==> config.mk <==
export PLATFORM = sky130hd
export DESIGN_NAME = arb_mux_n_flat
export DESIGN_NICKNAME = d
export VERILOG_FILES = /design/src/rtl/arb_pkg.sv /design/src/rtl/arb_mux_n_if.sv /design/src/rtl/arb_mux_n_rr_arbiter.sv /design/src/rtl/arb_mux_n.sv /design/src/flat_wrapper.sv
export SDC_FILE = /design/constraint.sdc
export NUM_CORES = 1
export LEC_CHECK = 0
export CAP_MARGIN = 10
export CORE_MARGIN = 4
export CORE_UTILIZATION = 50
export CTS_CLUSTER_SIZE = 8
export DETAILED_ROUTE_END_ITERATION = 16
export DONT_BUFFER_PORTS = 1
export HOLD_SLACK_MARGIN = 0.05
export PLACE_DENSITY_LB_ADDON = 0.05
export SKIP_LAST_GASP = 1
export SLEW_MARGIN = 20
export SYNTH_ARGS = -nofsm -noshare
export SYNTH_HDL_FRONTEND = slang
export SYNTH_SLANG_ARGS = --single-unit
export TNS_END_PERCENT = 5
==> constraint.sdc <==
create_clock -name clk -period 5.6 [get_ports clk]
set_clock_uncertainty 0.1 [all_clocks]
set_input_delay 0.56 -clock clk [delete_from_list [all_inputs] [get_ports clk]]
set_output_delay 0.56 -clock clk [all_outputs]
set_load 0.1 [all_outputs]
==> src/rtl/arb_pkg.sv <==
// arb_pkg: shared constants and helpers for the arb_mux_n merge block.
//   ARB_RR / ARB_FIXED : arbitration mode encodings for the ARB_MODE parameter
//   occ_state_e        : occupancy of the one-entry output register
//   sel_width(n)       : grant-index width, max(1, clog2(n))
package arb_pkg;

  localparam int ARB_RR    = 0;
  localparam int ARB_FIXED = 1;

  typedef enum logic {
    OCC_EMPTY = 1'b0,
    OCC_FULL  = 1'b1
  } occ_state_e;

  // A single channel still needs a 1-bit index so out_sel is never zero-width.
  function automatic int sel_width(input int n);
    return (n <= 2) ? 1 : $clog2(n);
  endfunction

endpackage

==> src/rtl/arb_mux_n_if.sv <==
// arb_mux_n_if: producer/consumer handshake bundle for arb_mux_n.
//   in_valid  [CHANNELS]            per-channel request valid
//   in_data   [CHANNELS*DATA_WIDTH] flattened payloads, channel i at [i*DATA_WIDTH +: DATA_WIDTH]
//   in_ready  [CHANNELS]            per-channel accept, at most one bit high
//   out_valid / out_data / out_sel  registered output entry and its source channel
//   out_ready                       consumer accepts the output entry
// Modports: master = producers plus consumer (environment), slave = the mux.
interface arb_mux_n_if #(
  parameter int DATA_WIDTH = 32,
  parameter int CHANNELS   = 4
) ();
  import arb_pkg::*;

  localparam int SEL_WIDTH = sel_width(CHANNELS);

  logic [CHANNELS-1:0]            in_valid;
  logic [CHANNELS*DATA_WIDTH-1:0] in_data;
  logic [CHANNELS-1:0]            in_ready;
  logic                           out_valid;
  logic [DATA_WIDTH-1:0]          out_data;
  logic [SEL_WIDTH-1:0]           out_sel;
  logic                           out_ready;

  modport master (
    output in_valid, in_data, out_ready,
    input  in_ready, out_valid, out_data, out_sel
  );

  modport slave (
    input  in_valid, in_data, out_ready,
    output in_ready, out_valid, out_data, out_sel
  );

endinterface

==> src/rtl/arb_mux_n_rr_arbiter.sv <==
// rr_arbiter: purely combinational request arbiter.
//   req       : request vector, one bit per channel
//   ptr       : round-robin start channel (ignored in fixed-priority mode)
//   mode      : 0 = round-robin from ptr, 1 = fixed priority (lowest index wins)
//   grant     : one-hot grant, all zero when no request
//   grant_idx : index of the granted channel (0 when none)
//   grant_any : some channel is granted
module rr_arbiter
  import arb_pkg::*;
#(
  parameter int CHANNELS  = 4,
  parameter int SEL_WIDTH = sel_width(CHANNELS)
) (
  input  logic [CHANNELS-1:0]  req,
  input  logic [SEL_WIDTH-1:0] ptr,
  input  logic                 mode,
  output logic [CHANNELS-1:0]  grant,
  output logic [SEL_WIDTH-1:0] grant_idx,
  output logic                 grant_any
);

  int start;
  int idx;

  // Scan every channel once starting at 'start', wrapping explicitly so a
  // non-power-of-two channel count never indexes past the last channel.
  always_comb begin
    // NOTE: every output gets a default before any conditional assignment,
    // otherwise a path that skips the assignment would infer a latch.
    grant     = '0;
    grant_idx = '0;
    grant_any = 1'b0;
    idx       = 0;
    start     = mode ? 0 : int'(ptr);
    if (start >= CHANNELS) start = 0;
    for (int k = 0; k < CHANNELS; k++) begin
      idx = start + k;
      if (idx >= CHANNELS) idx = idx - CHANNELS;
      if (!grant_any && req[idx]) begin
        grant_any  = 1'b1;
        grant[idx] = 1'b1;
        grant_idx  = SEL_WIDTH'(idx);
      end
    end
  end

endmodule

==> src/rtl/arb_mux_n.sv <==
// arb_mux_n: N-input registered handshake multiplexer.
//   clk  : single clock, all state updates on its rising edge
//   rst  : synchronous, active-high reset
//   bus  : arb_mux_n_if slave modport (in_valid/in_data/in_ready from the
//          producers, out_valid/out_data/out_sel/out_ready to the consumer)
// One arbitrated channel is loaded into a one-entry output register per
// cycle; a full register that is drained in the same cycle is refilled on
// that edge, giving one transfer per cycle under sustained traffic.
module arb_mux_n
  import arb_pkg::*;
#(
  parameter int DATA_WIDTH = 32,
  parameter int CHANNELS   = 4,
  parameter int ARB_MODE   = ARB_RR
) (
  input logic         clk,
  input logic         rst,
  arb_mux_n_if.slave  bus
);

  localparam int   SEL_WIDTH  = sel_width(CHANNELS);
  localparam logic FIXED_MODE = (ARB_MODE == ARB_FIXED);

  occ_state_e            state_q, state_d;
  logic [DATA_WIDTH-1:0] data_q, data_d;
  logic [SEL_WIDTH-1:0]  sel_q, sel_d;
  logic [SEL_WIDTH-1:0]  ptr_q, ptr_d;

  logic [CHANNELS-1:0]   grant;
  logic [SEL_WIDTH-1:0]  grant_idx;
  logic                  grant_any;
  logic [DATA_WIDTH-1:0] grant_data;
  logic [SEL_WIDTH-1:0]  ptr_next;
  logic                  can_load;
  logic                  load;

  rr_arbiter #(
    .CHANNELS  (CHANNELS),
    .SEL_WIDTH (SEL_WIDTH)
  ) u_arb (
    .req       (bus.in_valid),
    .ptr       (ptr_q),
    .mode      (FIXED_MODE),
    .grant     (grant),
    .grant_idx (grant_idx),
    .grant_any (grant_any)
  );

  // The register can take a new entry when empty or when it drains this cycle.
  assign can_load = (state_q == OCC_EMPTY) || bus.out_ready;
  assign load     = can_load && grant_any && !rst;

  // Grant is one-hot, so the request that is granted is also the one that
  // transfers; in_ready is forced low through the whole reset cycle.
  assign bus.in_ready = grant & {CHANNELS{can_load && !rst}};

  always_comb begin
    grant_data = '0;
    for (int i = 0; i < CHANNELS; i++) begin
      if (grant[i]) grant_data = bus.in_data[i*DATA_WIDTH +: DATA_WIDTH];
    end
  end

  // Explicit wrap keeps the pointer inside 0..CHANNELS-1 for any channel count.
  assign ptr_next = (grant_idx == SEL_WIDTH'(CHANNELS - 1)) ? '0
                                                            : grant_idx + SEL_WIDTH'(1);

  always_comb begin
    state_d = state_q;
    data_d  = data_q;
    sel_d   = sel_q;
    ptr_d   = ptr_q;
    if (load) begin
      state_d = OCC_FULL;
      data_d  = grant_data;
      sel_d   = grant_idx;
      ptr_d   = ptr_next;
    end else if (bus.out_ready) begin
      // Drain with nothing to refill; payload and index keep their last value.
      state_d = OCC_EMPTY;
    end
  end

  always_ff @(posedge clk) begin
    // NOTE: sequential state uses non-blocking assignments so every register
    // samples the pre-edge values regardless of statement order.
    if (rst) begin
      state_q <= OCC_EMPTY;
      data_q  <= '0;
      sel_q   <= '0;
      ptr_q   <= '0;
    end else begin
      state_q <= state_d;
      data_q  <= data_d;
      sel_q   <= sel_d;
      ptr_q   <= ptr_d;
    end
  end

  assign bus.out_valid = (state_q == OCC_FULL);
  assign bus.out_data  = data_q;
  assign bus.out_sel   = sel_q;

endmodule

==> src/flat_wrapper.sv <==
// flat-port wrapper written by rule: the top's interface ports become plain ports
module arb_mux_n_flat import arb_pkg::*;
#(
  parameter int DATA_WIDTH = 32,
  parameter int CHANNELS   = 4,
  parameter int ARB_MODE   = ARB_RR
)
  (clk, rst, bus_in_valid, bus_in_data, bus_out_ready, bus_in_ready, bus_out_valid, bus_out_data, bus_out_sel);
  arb_mux_n_if #(.DATA_WIDTH(DATA_WIDTH), .CHANNELS(CHANNELS)) bus_i ();
  input logic clk;
  input logic rst;
  input wire logic [$bits(bus_i.in_valid)-1:0] bus_in_valid;
  input wire logic [$bits(bus_i.in_data)-1:0] bus_in_data;
  input wire logic [$bits(bus_i.out_ready)-1:0] bus_out_ready;
  output wire logic [$bits(bus_i.in_ready)-1:0] bus_in_ready;
  output wire logic [$bits(bus_i.out_valid)-1:0] bus_out_valid;
  output wire logic [$bits(bus_i.out_data)-1:0] bus_out_data;
  output wire logic [$bits(bus_i.out_sel)-1:0] bus_out_sel;
  assign bus_i.in_valid = bus_in_valid;
  assign bus_i.in_data = bus_in_data;
  assign bus_i.out_ready = bus_out_ready;
  assign bus_in_ready = bus_i.in_ready;
  assign bus_out_valid = bus_i.out_valid;
  assign bus_out_data = bus_i.out_data;
  assign bus_out_sel = bus_i.out_sel;
  arb_mux_n #(.DATA_WIDTH(DATA_WIDTH), .CHANNELS(CHANNELS), .ARB_MODE(ARB_MODE)) u_core (.clk(clk), .rst(rst), .bus(bus_i));
endmodule
# [After elaboration in Yosys (flattened, before gate mapping)]
# Index checks and enable logic that the tools add are counted.
[op_classes] addsub=8 reduce_logical=16 magnitude_cmp=13 mux=44 n_bitwise=5 eq_ne=1
[ops] operator="2-to-1 mux 32 bit" count=8
[ops] operator=">= comparator 32 x 1 -> 1 bit, second input constant" count=4
[ops] operator="less-than comparator 32 x 4 -> 1 bit, second input constant" count=4
[ops] operator=">= comparator 32 x 4 -> 1 bit, second input constant" count=1
[ops] operator="subtractor 32 x 4 -> 32 bit, second input constant" count=1
[ops] operator="2-to-1 mux 1 bit" count=18
[ops] operator="2-to-1 mux 4 bit" count=4
[ops] operator="2-to-1 mux 2 bit" count=6
[ops] operator="OR 4 bit" count=3
[ops] operator="subtractor 3 x 3 -> 4 bit, second input constant" count=3
[ops] operator="logical AND 1 bit" count=10
[ops] operator=">= comparator 3 bit, second input constant" count=3
[ops] operator="binary-select mux 1 bit (select 2 bit)" count=4
[ops] operator="demux 1 bit (select 2 bit)" count=4
[ops] operator="adder 2 x 2 -> 3 bit, second input constant" count=2
[ops] operator="bitwise AND 4 bit" count=1
[ops] operator="zero test 1 bit" count=4
[ops] operator="adder 2 x 1 -> 3 bit, second input constant" count=1
[ops] operator=">= comparator 2 x 3 -> 1 bit, second input constant" count=1
[ops] operator="adder 2 x 1 -> 2 bit, second input constant" count=1
[ops] operator="equality test 2 bit, second input constant" count=1
[ops] operator="nonzero test 2 bit" count=1
[ops] operator="logical OR 1 bit" count=1
[ops] operator="NOT 1 bit" count=1
[totals] regBits=37

# [Logic depth before layout (Yosys ltp)]
[depth] depth_word=21 ltp_mapped=13

# [By module]
# A second synthesis with hierarchy kept.
[hier_totals] cells_unflattened=392 area_unflattened_um2=3219.3
[modules_own_cells] module="arb_mux_n" cells_each=323 area_each_um2=2712.6 n_inst=1 seq_area_each_um2=740.7
[modules_own_cells] module="rr_arbiter" cells_each=69 area_each_um2=506.7 n_inst=1 seq_area_each_um2=0.0

# [Least setup slack after synthesis]
# No wires, ideal clock.
[synth_timing] path_kind="register to output" start="register (tool-made name)" end="output port bus_in_ready[0]" arrival_time_ns=3.785 path_stages_with_launch=10 path_buffers=3 path_slack_ns=1.155 path_cell_list="dfxtp_1 > buf_6 > clkbuf_1 > inv_1 > ha_1 > buf_2 > nor3_1 > a221oi_1 > or3b_2 > a21oi_1"
[synth_rtl] element="to (decl)" line_no="flat_wrapper.sv:15" rtl="output wire logic [$bits(bus_i.in_ready)-1:0] bus_in_ready;"

==> reports/metrics.yaml <==
synthesis:
  synthCells: 321
  syn-num-nets: 463
  ys_types: 45
  syn_area_per_cell_um2: 9.253
  synth-edff-count: 0
  synth_top_flop_cell: "dfxtp_1"
  netlist.area_leader.share: 0.2494
  synth-seq-area-share: 0.2494
  synth_warnings: 0
  synth_top_cell_by_area: "dfxtp_1"
  synth-seq-cells: 37
  netlist_area_mm2: 0.002970
  synth_area_leaders: "dfxtp_1 (25%), a221oi_2 (15%), o221ai_2 (15%), o21ai_0 (6.1%), nand2_1 (5.4%)"
  synth-async-reset-ratio: 0
min_path:
  hold_end: "u_core.bus.out_sel[1]$_SDFFE_PP0P_"
  min_path_cells: 1
  hold_start: "rst"
  hold_path_class: "in2reg"
drt:
  firstDrtPassIters: 4
  drt_iter0_markers: 73
  drt-total-wl_um: 8387
  wl_per_cell_um: 21.90
  viasPerCell: 6.475
  ant_nets: 0
  vias: 2480
  drc_errors: 0
setup_path:
  crit_path_max_fanout: 19
  arrival_ns: 3.85
  start_kind: "register"
  r2r_slack_ns: 1.34
  crit_type: "reg2out"
  r2r-end: "u_core.bus.out_data[8]$_SDFFE_PP0P_"
  crit_path_end_kind: "output pin"
  required_ns: 4.94
  r2r_cells: 9
cts:
  cts.repair.resized: 0
  cts.clk_slew.worst_paths_ns: 0.07
  clk_latency_ns: 0.28
  post-cts-setup-buffers: 0
  cts.sinks: 37
  cts_root_buf: "clkbuf_8"
  numCtsBuffers: 5
  cts_hold_buf: 0
  cts.htree.levels: 2
  clk_path_buf_depth: 2
  cts_tree: "yes"
placed_design:
  globalplace.congestion: 0.8825
  dp.final_hpwl_um: 6379
  post-place-ws_ns: 1.349
  numPortBuffers: 0
  postPlaceCellArea_mm2: 0.002979
sta:
  clock.fmax_mhz: 221.5
  finalSetupViolations: 0
  fin_crit_sh: 0.8062
  relSlewSlack: 0.2765
  fin_tns_setup_ns: 0
  maxSlewViolCount: 0
  fin_ws_ns: 1.086
  worst_pin_slew_ns: 1.082
  period_needed_ns: 4.514
  hold_viol: 0
  rsz0062_at_grt: "false"
global_route:
  antenna_found_initial: 0
  grt_usage: 0.2204
  grt_pass1_wl_um: 13050
  grt_max_degree: 33
  grt_pass1_vias: 2523
  grt_remaining_overflow: 0
die:
  start_util: 0.5265
  die_height_um: 85.08
  die_w_um: 85.08
  ios: 174
  core.rowCount: 27
  core-area_mm2: 0.005642
  die-area_mm2: 0.007238
layout:
  final_area_mm2: 0.003065
  drive_above_1_share: 0.2958
  syn2layout_area_growth_pct: 3.201
  diodes: 0
  fin_nets: 452
  final_core_util: 0.5434
pwr:
  vdd_drop_max_mv: 0.3569
  power-per-cell-area_mw_per_mm2: 820.6
  p_leak_uw: 0.001121
  p_total_uw: 2516
outcome:
  outcome: "finished clean"
flow_run:
  maxCapViolCount: 0
cells in the mapped netlist (3+ instances only):
| library cell | count |
|---|---|
| a21oi_1 | 4 |
| a221oi_1 | 5 |
| a221oi_2 | 30 |
| a31oi_1 | 5 |
| buf_2 | 9 |
| buf_6 | 9 |
| clkbuf_1 | 7 |
| clkbuf_2 | 3 |
| dfxtp_1 | 37 |
| ha_1 | 7 |
| inv_1 | 38 |
| mux2i_1 | 3 |
| mux4_2 | 3 |
| nand2_1 | 43 |
| nand2b_1 | 5 |
| nor2_1 | 12 |
| nor2b_1 | 4 |
| o21ai_0 | 36 |
| o221ai_2 | 30 |
stage by stage:
stage,hold WS [ns],cells
6_report,0.2406,383
5_1_grt,0.2198,383
4_1_cts,0.2319,383
3_5_place_dp,0.5320,375
3_3_place_gp,0.5304,375
2_1_floorplan,0.5291,321
layer usage:
metal / global-route usage / share of wire
met3: 0.06311 / 0.085
met4: 0.04029 / 0.0095
met1: 0.2730 / 0.42
met5: 0 / 0
met2: 0.3821 / 0.49
placed cells by master (no fill, tap or decap), types with 3 or more instances in the layout:
cell type / synthesis / final
nand2_1: 43 / 42
inv_1: 38 / 38
dfxtp_1: 37 / 37
o21ai_0: 36 / 36
a221oi_2: 30 / 30
o221ai_2: 30 / 30
nor2_1: 12 / 10
buf_4: 0 / 10
ha_1: 7 / 7
a31oi_1: 5 / 5
nand2b_1: 5 / 5
a221oi_1: 5 / 5
clkbuf_8: 0 / 5
nor2b_1: 4 / 4
mux4_2: 3 / 3
mux2i_1: 3 / 3
a21oi_1: 4 / 3
worst max-delay path by stage:
stage / startpoint / to
6_report: register / bus_in_ready[1]
4_1_cts: register / bus_in_ready[1]
5_1_grt: register / bus_in_ready[1]
2_1_floorplan: register / bus_in_ready[0]
3_3_place_gp: register / u_core.bus.out_data[5]$_SDFFE_PP0P_
3_5_place_dp: register / u_core.bus.out_data[8]$_SDFFE_PP0P_
state kept, by name, summed over array words and instances, names as in the netlist, named ones only:
name and cells:
u_core.bus.out_data 32, u_core.bus.out_sel 2, u_core.bus.out_valid 1, u_core.ptr_q 1
power by group:
| group | switching, µW | internal [µW] |
|---|---|---|
| combinational | 763 | 499 |
| clock | 98.3 | 86.0 |
| sequential | 709 | 360 |
| total | 1570 | 945 |
critical path: stages (launching register included):
cell and delay [ns]:
dfxtp_1 0.75, inv_1 0.27, ha_1 0.51, nor3_1 0.29, a221oi_1 0.17, nor2_1 0.60, o2bb2ai_4 0.17, and2_1 0.81
cell type report:
class / count / area (µm²)
clock buffer: 5 / 68.82
multi-input combinational: 218 / 1931
clock inverter: 3 / 17.52
fill: 513 / 2576
tap: 72 / 90.09
sequential: 37 / 740.7
inverter: 38 / 142.6
timing repair buffer: 10 / 75.07
cell families (layout without fill, tap and decap cells):
| logic type | count (synthesis) | count (layout) | share of synthesized area |
|---|---|---|---|
| compound gates | 130 | 130 | 0.4596 |
| flops | 37 | 37 | 0.2494 |
| mux | 6 | 6 | 0.03285 |
| simple gates | 74 | 74 | 0.1146 |
| buf+inv | 66 | 56 | 0.1112 |
| xor+xnor | 1 | 1 | 0.002949 |
| fa+ha+maj | 7 | 7 | 0.02948 |
Power figures use the tool's default switching activity.
